## src/rtl/float_pack.sv

```systemverilog
// Shared single-precision float types, sequencer enums and truncating add/sub/mul/div.
// Results round toward zero; subnormal inputs and underflowing results flush to zero.
package float_pack;
    localparam int Ne   = 8;
    localparam int Nm   = 23;
    localparam int FW   = 1 + Ne + Nm;
    localparam int BIAS = (1 << (Ne - 1)) - 1;
    localparam int EMAX = (1 << Ne) - 1;

    typedef struct packed {
        logic          sign;
        logic [Ne-1:0] exp;
        logic [Nm-1:0] man;
    } float;

    typedef enum logic [1:0] {FOP_ADD = 2'd0, FOP_SUB, FOP_MUL, FOP_DIV} float_op_t;
    typedef enum logic [1:0] {ST_IDLE = 2'd0, ST_EXEC, ST_DONE} fsm_state_t;

    // Saturate an unbounded biased exponent into +/-inf or +/-0.
    function automatic float float_make(logic s, int e, logic [Nm-1:0] m);
        float r;
        if (e >= EMAX)  r = '{sign: s, exp: '1, man: '0};
        else if (e <= 0) r = '{sign: s, exp: '0, man: '0};
        else             r = '{sign: s, exp: Ne'(e), man: m};
        return r;
    endfunction

    function automatic float float_add(float a, float b);
        float          x, y;
        logic [Nm+1:0] mx, my, ms;
        int            d, e;
        if (a.exp == '0) return b;
        if (b.exp == '0) return a;
        if ({a.exp, a.man} >= {b.exp, b.man}) begin x = a; y = b; end
        else begin x = b; y = a; end
        d  = int'(x.exp) - int'(y.exp);
        mx = {2'b01, x.man};
        my = (d > Nm + 1) ? '0 : ({2'b01, y.man} >> d);
        ms = (x.sign == y.sign) ? mx + my : mx - my;
        if (ms == '0) return '0;
        e = int'(x.exp);
        if (ms[Nm+1]) begin
            ms = ms >> 1;
            e  = e + 1;
        end else begin
            for (int i = 0; i < Nm; i++) begin
                if (!ms[Nm]) begin
                    ms = ms << 1;
                    e  = e - 1;
                end
            end
        end
        return float_make(x.sign, e, ms[Nm-1:0]);
    endfunction

    function automatic float float_sub(float a, float b);
        return float_add(a, '{sign: ~b.sign, exp: b.exp, man: b.man});
    endfunction

    function automatic float float_mul(float a, float b);
        logic [2*Nm+1:0] p;
        logic            s;
        int              e;
        s = a.sign ^ b.sign;
        if (a.exp == '0 || b.exp == '0) return float_make(s, 0, '0);
        p = (2*Nm+2)'({1'b1, a.man}) * (2*Nm+2)'({1'b1, b.man});
        e = int'(a.exp) + int'(b.exp) - BIAS;
        if (p[2*Nm+1]) return float_make(s, e + 1, p[2*Nm:Nm+1]);
        return float_make(s, e, p[2*Nm-1:Nm]);
    endfunction

    function automatic float float_div(float a, float b);
        logic [2*Nm+1:0] q;
        logic            s;
        int              e;
        s = a.sign ^ b.sign;
        if (b.exp == '0) return float_make(s, EMAX, '0);
        if (a.exp == '0) return float_make(s, 0, '0);
        q = {1'b1, a.man, {(Nm+1){1'b0}}} / (2*Nm+2)'({1'b1, b.man});
        e = int'(a.exp) - int'(b.exp) + BIAS;
        if (q[Nm+1]) return float_make(s, e, q[Nm:1]);
        return float_make(s, e - 1, q[Nm-1:0]);
    endfunction
endpackage

```

## src/rtl/float_copro_alu.sv

```systemverilog
// Combinational op mux over the float_pack arithmetic; the divider exists only
// when FLOAT_COPRO_DIV_EN is defined.
module float_copro_alu
    import float_pack::*;
(
    input  logic [1:0]    i_op,
    input  logic [FW-1:0] i_a,
    input  logic [FW-1:0] i_b,
    output logic [FW-1:0] o_result
);
    float w_a, w_b;
    assign w_a = i_a;
    assign w_b = i_b;

    always_comb begin
        // NOTE: default assignment first so no path leaves o_result unassigned (no latch).
        o_result = '0;
        case (float_op_t'(i_op))
            FOP_ADD: o_result = float_add(w_a, w_b);
            FOP_SUB: o_result = float_sub(w_a, w_b);
            FOP_MUL: o_result = float_mul(w_a, w_b);
            FOP_DIV: begin
`ifdef FLOAT_COPRO_DIV_EN
                o_result = float_div(w_a, w_b);
`else
                o_result = '0;
`endif
            end
            default: o_result = '0;
        endcase
    end
endmodule

```

## src/rtl/float_copro_seq.sv

```systemverilog
// Request/response sequencer holding the shared float datapath for a per-opcode latency.
// FLOAT_COPRO_DIV_EN enables division; otherwise DIV completes at once with err=1.
module float_copro_seq
    import float_pack::*;
#(
    parameter int LAT_ADD = 2,
    parameter int LAT_MUL = 3,
    parameter int LAT_DIV = 8
) (
    input  logic          clk_i,
    input  logic          rst_i,
    input  logic          req_valid_i,
    output logic          req_ready_o,
    input  logic [1:0]    req_op_i,
    input  logic [FW-1:0] req_a_i,
    input  logic [FW-1:0] req_b_i,
    output logic          rsp_valid_o,
    input  logic          rsp_ready_i,
    output logic [FW-1:0] rsp_result_o,
    output logic          rsp_err_o,
    output logic          busy_o
);
    localparam int LAT_MAX = (LAT_ADD > LAT_MUL) ? ((LAT_ADD > LAT_DIV) ? LAT_ADD : LAT_DIV)
                                                 : ((LAT_MUL > LAT_DIV) ? LAT_MUL : LAT_DIV);
    localparam int CW = $clog2(LAT_MAX) + 1;

    fsm_state_t    r_state;
    logic [1:0]    r_op;
    logic [FW-1:0] r_a, r_b, r_result;
    logic [CW-1:0] r_cnt;
    logic          r_special, r_valid, r_err;

    logic [FW-1:0] w_alu_result, w_special_result;
    logic [CW-1:0] w_lat;
    logic          w_special;

    // Special ops skip the datapath and finish one cycle after accept with err=1.
`ifdef FLOAT_COPRO_DIV_EN
    assign w_special        = (float_op_t'(req_op_i) == FOP_DIV) && (req_b_i[FW-2:0] == '0);
    assign w_special_result = {r_a[FW-1] ^ r_b[FW-1], {Ne{1'b1}}, {Nm{1'b0}}};
`else
    assign w_special        = (float_op_t'(req_op_i) == FOP_DIV);
    assign w_special_result = '0;
`endif

    always_comb begin
        w_lat = CW'(LAT_ADD - 1);
        case (float_op_t'(req_op_i))
            FOP_MUL: w_lat = CW'(LAT_MUL - 1);
            FOP_DIV: w_lat = CW'(LAT_DIV - 1);
            default: w_lat = CW'(LAT_ADD - 1);
        endcase
        if (w_special) w_lat = '0;
    end

    float_copro_alu u_alu (
        .i_op     (r_op),
        .i_a      (r_a),
        .i_b      (r_b),
        .o_result (w_alu_result)
    );

    // NOTE: state registers use non-blocking assignments so every flop samples pre-edge values.
    always_ff @(posedge clk_i or posedge rst_i) begin
        if (rst_i) begin
            r_state   <= ST_IDLE;
            r_op      <= '0;
            r_a       <= '0;
            r_b       <= '0;
            r_cnt     <= '0;
            r_special <= 1'b0;
            r_valid   <= 1'b0;
            r_result  <= '0;
            r_err     <= 1'b0;
        end else begin
            case (r_state)
                ST_IDLE: if (req_valid_i) begin
                    r_op      <= req_op_i;
                    r_a       <= req_a_i;
                    r_b       <= req_b_i;
                    r_special <= w_special;
                    r_cnt     <= w_lat;
                    r_state   <= ST_EXEC;
                end
                ST_EXEC: if (r_cnt == '0) begin
                    r_result <= r_special ? w_special_result : w_alu_result;
                    r_err    <= r_special;
                    r_valid  <= 1'b1;
                    r_state  <= ST_DONE;
                end else begin
                    r_cnt <= r_cnt - 1'b1;
                end
                ST_DONE: if (rsp_ready_i) begin
                    r_valid <= 1'b0;
                    r_state <= ST_IDLE;
                end
                default: r_state <= ST_IDLE;
            endcase
        end
    end

    assign req_ready_o  = (r_state == ST_IDLE) && !rst_i;
    assign busy_o       = (r_state != ST_IDLE);
    assign rsp_valid_o  = r_valid;
    assign rsp_result_o = r_result;
    assign rsp_err_o    = r_err;
endmodule

```

## config.mk

```make
export PLATFORM = sky130hd
export DESIGN_NAME = float_copro_seq
export DESIGN_NICKNAME = d
export VERILOG_FILES = /design/src/rtl/float_pack.sv /design/src/rtl/float_copro_alu.sv /design/src/rtl/float_copro_seq.sv
export SDC_FILE = /design/constraint.sdc
export NUM_CORES = 2
export LEC_CHECK = 0
export ABC_AREA = 1
export CORE_ASPECT_RATIO = 1.4
export CORE_MARGIN = 4
export CORE_UTILIZATION = 35
export CTS_BUF_LIST = sky130_fd_sc_hd__clkbuf_4
export CTS_CLUSTER_SIZE = 30
export DETAILED_ROUTE_END_ITERATION = 10
export PLACE_DENSITY = 0.61
export SLEW_MARGIN = 20
export SYNTH_ARGS = -nofsm -noshare
export SYNTH_HDL_FRONTEND = slang
export SYNTH_HIERARCHICAL = 1
export SYNTH_SLANG_ARGS = --single-unit
export TNS_END_PERCENT = 50
```

## constraint.sdc

```tcl
create_clock -name clk_i -period 53.2 [get_ports clk_i]
set_input_delay 10.64 -clock clk_i [delete_from_list [all_inputs] [get_ports clk_i]]
set_output_delay 10.64 -clock clk_i [all_outputs]
set_load 0.03 [all_outputs]
```

# Word level (Yosys, flattened, before mapping)
# Index checks and enable logic that the tools add are counted.
dict set report op_classes {
  n_addsub 58
  mul 1
  n_lt_le_gt_ge 11
  n_eq_ne 13
  shift 2
  muxes 623
  bitwise_logic 2
  n_reduce_logical 18
}
# operator count
set ops {}
lappend ops {{32-bit two-way mux} 309}
lappend ops {{24-bit two-way mux} 264}
lappend ops {{32-bit by 2-bit subtractor with 32-bit output (second input constant)} 44}
lappend ops {{31-bit two-way mux} 8}
lappend ops {{32-bit by 9-bit greater-or-equal comparator with 1-bit output (second input constant)} 4}
lappend ops {{32-bit by 1-bit <= comparator with 1-bit output (second input constant)} 4}
lappend ops {{32-bit case mux with 4 select lines} 1}
lappend ops {{25-bit two-way mux} 4}
lappend ops {{23-bit two-way mux} 4}
lappend ops {{32-bit by 6-bit greater-than comparator with 1-bit output (second input constant)} 2}
lappend ops {{24-bit by 32-bit >> shifter with 25-bit output} 2}
lappend ops {{24-bit by 25-bit adder with 25-bit output} 2}
lappend ops {{25-bit logical NOT} 2}
lappend ops {{24-bit by 25-bit subtractor with 25-bit output} 2}
lappend ops {{24-bit by 24-bit multiplier with 48-bit output} 1}
lappend ops {{32-bit by 2-bit adder with 32-bit output (second input constant)} 1}
lappend ops {{32-bit by 8-bit subtractor with 32-bit output (second input constant)} 1}
lappend ops {{31-bit greater-or-equal comparator} 1}
lappend ops {{1-bit two-way mux} 23}
lappend ops {{8-bit by 1-bit adder with 9-bit output (second input constant)} 2}
lappend ops {{8-bit by 1-bit subtractor with 9-bit output (second input constant)} 2}
lappend ops {{8-bit by 8-bit subtractor with 9-bit output} 2}
lappend ops {{8-bit logical NOT} 2}
lappend ops {{4-bit two-way mux} 3}
lappend ops {{20 further kinds} 38}
dict set report word_totals {
  regBits 107
  wordCells 737
}

# Depth between registers and ports, before layout
dict set report logic_depth {
  depth_word 184
  ltp_mapped 183
}

# Cells and area by module
# The synthesis kept the hierarchy.
# module instances cells_per_inst area_each_um2
set modules_own_cells {}
lappend modules_own_cells {float_copro_alu 1 13160 69963.4}
lappend modules_own_cells {float_copro_seq 1 468 4144.0}

# Least setup slack after synthesis
# Ideal clock, no wire load.
dict set report synth_timing {
  kind {reg2reg}
  from {register r_a[0]}
  to {register r_result[7], in the netlist rsp_result_o[7]}
  setup_time_ns 0.065
  t_arrival_ns 21.735
  setup_slack_ns 31.400
  path_stages_with_launch 175
  path_buffers 5
  synth_period_minus_slack_ns 21.800
  cell_sequence {dfrtp_1 > buf_6 > clkbuf_1 > inv_1 > ha_1 > nand2_1 > nor2_1 > nand2_1 > nor2_1 > nand2_1 > nand2_1 > nor2_4 > nand2_4 > nand2_1 > nand3_1 > ha_1 > inv_1 > nand2_2 > (+139 left out) > nor2_1 > nand2_1 > nor2_1 > nand2_1 > nor2_1 > nand2_1 > nand2_1 > a21oi_1 > o21ai_4 > nand2_4 > nor2_4 > buf_8 > nand3_1 > nand2_1 > nand2_1 > nand3_2 > nand2_1 > nand2_1}
}
dict set report synth_between {
  elab_chain_cells 178
  elab_cells_between_ends 664
}
# element line
set synth_rtl {}
lappend synth_rtl {{start, declared} float_copro_seq.sv:29} ;# logic [FW-1:0] r_a, r_b, r_result;
lappend synth_rtl {{start signal, assigned} float_copro_seq.sv:79} ;# r_a <= req_a_i;
lappend synth_rtl {{31-bit greater-or-equal comparator} float_pack.sv:34} ;# if ({a.exp, a.man} >= {b.exp, b.man}) begin x = a; y = b; end
lappend synth_rtl {{32-bit two-way mux (2 in series)} float_pack.sv:34}
lappend synth_rtl {{32-bit two-way mux} float_pack.sv:33} ;# if (b.exp == '0) return a;
lappend synth_rtl {{32-bit two-way mux} float_copro_alu.sv:18} ;# case (float_op_t'(i_op))
lappend synth_rtl {{8-bit by 8-bit subtractor with 9-bit output} float_pack.sv:36} ;# d = int'(x.exp) - int'(y.exp);
lappend synth_rtl {{32-bit by 6-bit greater-than comparator with 1-bit output / 24-bit by 32-bit >> shifter with 25-bit output (equally long branches)} float_pack.sv:38} ;# my = (d > Nm + 1) ? '0 : ({2'b01, y.man} >> d);
lappend synth_rtl {{25-bit two-way mux} float_pack.sv:38}
lappend synth_rtl {{24-bit by 25-bit subtractor with 25-bit output / 24-bit by 25-bit adder with 25-bit output (equally long branches)} float_pack.sv:39} ;# ms = (x.sign == y.sign) ? mx + my : mx - my;
lappend synth_rtl {{(+162 left out)} n/a}
lappend synth_rtl {{31-bit two-way mux} float_pack.sv:23} ;# else if (e <= 0) r = '{sign: s, exp: '0, man: '0};
lappend synth_rtl {{31-bit two-way mux} float_pack.sv:22} ;# if (e >= EMAX) r = '{sign: s, exp: '1, man: '0};
lappend synth_rtl {{32-bit two-way mux} float_pack.sv:41} ;# e = int'(x.exp);
lappend synth_rtl {{32-bit two-way mux} float_pack.sv:34}
lappend synth_rtl {{32-bit two-way mux} float_pack.sv:33}
lappend synth_rtl {{32-bit case mux with 4 select lines *} float_copro_alu.sv:18}
lappend synth_rtl {{net w_alu_result[7]} float_copro_seq.sv:33} ;# logic [FW-1:0] w_alu_result, w_special_result;
lappend synth_rtl {{32-bit two-way mux *} float_copro_seq.sv:86} ;# r_result <= r_special ? w_special_result : w_alu_result;
lappend synth_rtl {{end signal, assigned} float_copro_seq.sv:86}
lappend synth_rtl {{end, declared} float_copro_seq.sv:29}
# Mark *: on every way through the listed nets, which the timed path passes. The rest lies on a longest branch. The select of a mux whose other input is x is not followed.
# A chain may end at the register's enable or synchronous reset.

# Worst setup path in the final report
dict set report layout_timing {
  from {register r_a[23]}
  to {register r_result[16], in the netlist rsp_result_o[16]}
}
# The elaborated chain is that of the path after synthesis.

==> summary.md <==
| Metric | Value |
|---|---|
| Fraction of registers with async set or reset after synthesis | `100.0%` |
| First-pass DRT Iterations | `7` |
| Area of the core | `0.2104 mm2` |
| Utilization after layout | `between 30% and 40%` |
| Top cells by area in the synthesized netlist | `nand2_1 23%, fa_1 13%, inv_1 10%, nand3_1 9.1%, nor2_1 7.6%` |
| Yosys top cell by area | `nand2_1` |
| Critical path buffer and inverter count | `27` |
| Hold Path End | `rsp_valid_o` |
| Antenna Violating Nets Remaining | `0` |
| Kind of critical path | `reg2reg` |
| DP Wirelength | `around 210 mm` |
| Unrepaired setup endpoints after global routing | `false` |
| Most frequent cell on the critical path | `nand2_1` |
| Worst setup skew after layout | `0.05534 ns` |
| Mapped Nets | `14,530` |
| RR Startpoint | `r_a[23]` |
| Distinct cells, synth | `84` |
| Worst-case setup slack after placement | `26.80 ns` |
| Instance count of the mapped netlist | `13,630` |
| Hold_buf cts | `0` |
| Final setup margin | `26.34 ns` |
| Buffer count from post-CTS setup fixing | `0` |
| Register-to-register setup slack | `26.34 ns` |
| Num rows | `199` |
| Remaining DRCs | `0` |
| CTS-repair resized insts | `0` |
| Largest delay contributor family on the critical path | `simple AND/OR/NAND/NOR gates` |
| Number of enable flip-flop cells after synthesis | `0` |
| Slowest-stage cell, CP | `ha_1` |
| Multi-input combinational cell area | `0.06089 mm2` |
| Via count of the first global-routing pass | `around 78,000` |
| Pin count of the biggest net entering global routing | `97` |
| Avg Vias per Cell | `approximately 5.1` |
| Top Ports | `106` |
| Worst hold path cell count | `2` |
| Final setup TNS | `0 ns` |
| Number of nets in the finished design | `14,440` |
| Number of cells traversed by the worst register-to-register path | `162` |
| Top-count cell post-synth | `nand2_1` |
| Commonest register cell after synthesis | `dfrtp_1` |
| Min-Delay Path Class | `reg2reg` |
| Sequential share of the synthesized area | `3.613%` |
| Grt total ovfl | `0` |
| Maximum clock path buffer count | `2` |
| Count of yosys warnings during synthesis | `6` |
| Clock latency at the later pin of the worst-skew pair | `0.61 ns` |
| Overall track demand over capacity in global routing | `22.83%` |
| Worst Path Arrival | `approximately 27 ns` |
| Fillers | `24,140` |
| Wire length of the first global-routing pass | `410.9 mm` |
| Final-report setup violation count | `0` |
| Antenna violations before repair | `7` |
| Clock input transition at the sequential cells of the worst setup and hold paths | `roughly 0.23 ns` |
| Gpl congestion | `1.024` |
| Number of flip-flops and latches in the synthesized netlist | `around 110` |
| Most numerous cell types in the synthesized netlist | `4,621 x nand2_1, 2,071 x inv_1, 1,496 x nor2_1` |
| TritonCTS clock tree | `done` |
| Avg Cell Area, Syn | `5.438 um2` |
| Fraction of synthesized cell area taken by the top area cell type | `a little under a quarter` |
| Required time of the critical path | `53.72 ns` |
| Effective utilization at floorplan | `35.22%` |
| Horiz. Die Dim | `396.9 um` |
| Post-synthesis instance area | `0.07411 mm2` |
| Number of max-slew violations in the final report | `0` |
| Clock net sink count | `107` |
| Startpoint of the tightest hold check path | `rsp_valid_o` |
| Endpoint of the worst-slack reg-to-reg timing path | `rsp_result_o[16]` |
| Crit path largest cell delay | `1.01 ns` |
| Sequential Area | `0.002678 mm2` |
| Root cell of the clock tree | `clkbuf_4` |
| Fraction of layout cells with a size suffix above 1 | `8.171%` |
| Ratio of final minimum period to clock period | `a little over 50%` |
| FMAX | `37.23 MHz` |
| Run status | `finished, final reports clean` |
| Area Overhead vs Synth | `4.768%` |
| Via count | `roughly 83,000` |
| Iteration-0 DRC count of the detailed router | `6,230` |
| Total wire length after detailed routing | `260.3 mm` |
| Actual slew at the worst max-slew pin | `roughly 1.3 ns` |
| Type of destination of the critical path | `flip-flop` |
| Final Hold Vio Count | `0` |
| H-tree lvl count | `3` |
| IO Port Bufs | `105` |
| Per-cell routed wire length | `between 15 and 20 um` |
| Number of max-cap violations | `0` |
| Inserted Clock Buffers | `9` |
| Max-slew headroom | `13.09%` |
| Vertical extent of the die | `552.5 um` |
| Die area | `0.2193 mm2` |
| Kind of start point of the critical path | `flip-flop` |
| Time the worst path needs with I/O delays and setup | `26.86 ns` |
| Highest fanout seen on the critical path | `96` |
-- state kept, by name, summed over array words and instances (netlist names) --
signal and cells:
r_a 32, r_b 32, rsp_result_o 32, r_cnt 4, r_op 2, r_state 2, r_special 1, rsp_err_o 1
rsp_valid_o 1
-- cell usage in the layout, fill, tap and decap left out, types with 105 or more instances in the layout --
cell and count:
a21oi_1 271, nand3_1 1347, xor2_1 145, ha_1 351, nor3_1 159, nand2_2 379, fa_1 484, inv_1 2070
nor2_2 175, nor2_1 1495, o21ai_0 405, clkdlybuf4s50_1 105, nand4_1 294, nand2_1 4621, inv_2 229, dfrtp_1 107
-- routing by layer --
metal  routed length, um  global-route usage (%)
met1              108400                   28.21
met2              124600                   40.47
met3               14680                   2.129
met4               12570                   9.281
met5                  13                       0
-- worst max path at each step --
stage | from | endpoint | slack (ns) | cells after the start
after floorplan | r_a[0] | rsp_result_o[7] | 31.40 | 174
after global placement | r_b[23] | rsp_result_o[11] | 26.81 | 162
after detailed placement | r_b[23] | rsp_result_o[14] | 26.80 | 163
after CTS | r_a[23] | rsp_result_o[16] | 26.63 | 163
after global routing | r_a[23] | rsp_result_o[16] | 23.62 | 162
final | r_a[23] | rsp_result_o[16] | 26.34 | 162
-- cell type report --
class | instances | area share, %
Multi-Input combinational cell | 10890 | 78.42
Timing Repair Buffer | 180 | 2.079
Inverter | 2343 | 11.35
Clock buffer | 9 | 0.08702
Antenna cell | 4 | 0.01289
Tap cell | 2814 | 4.535
Sequential cell | 107 | 3.449
Clock inverter | 5 | 0.06124
-- cells by family (layout without fill, tap and decap cells) --
logic type | after synthesis | count (layout) | synth area share (%)
AOI/OAI and AO/OA | 1044 | 1044 | 8.177
xor gates and xnor gates | 223 | 223 | 2.676
adders and majority gates | 835 | 835 | 19.00
DFF | 107 | 107 | 3.613
muxes | 4 | 4 | 0.05403
buffers and inverters | 2629 | 2537 | 14.23
and+or+nand+nor | 8786 | 8786 | 52.25
other | 0 | 4 | 0
-- per-stage QoR --
step | instance area (um2) | cells | hold WS, ns
5_1_grt | 77640 | 16350 | 0.5565
2_1_floorplan | 74110 | 13630 | 0.4707
3_3_place_gp | 77520 | 16340 | 0.4838
6_report | 77640 | 16350 | 0.5336
4_1_cts | 77630 | 16350 | 0.5172
3_5_place_dp | 77520 | 16340 | 0.4714
-- worst reg2reg max path, delay by kind of cell (launching register included) --
| kind | cells | cell delay, ns |
|---|---|---|
| XOR/XNOR | 1 | 0.13 |
| buffers and inverters | 27 | 2.92 |
| adder cells (fa/ha/maj) | 25 | 7.53 |
| AO/OA/AOI/OAI | 25 | 4.62 |
| flip-flops | 1 | 0.51 |
| AND/OR/NAND/NOR | 84 | 11.08 |
Power is left out: the tool's default activity adds up to more than one toggle a clock period on the data nets, which glitch-free logic cannot reach.
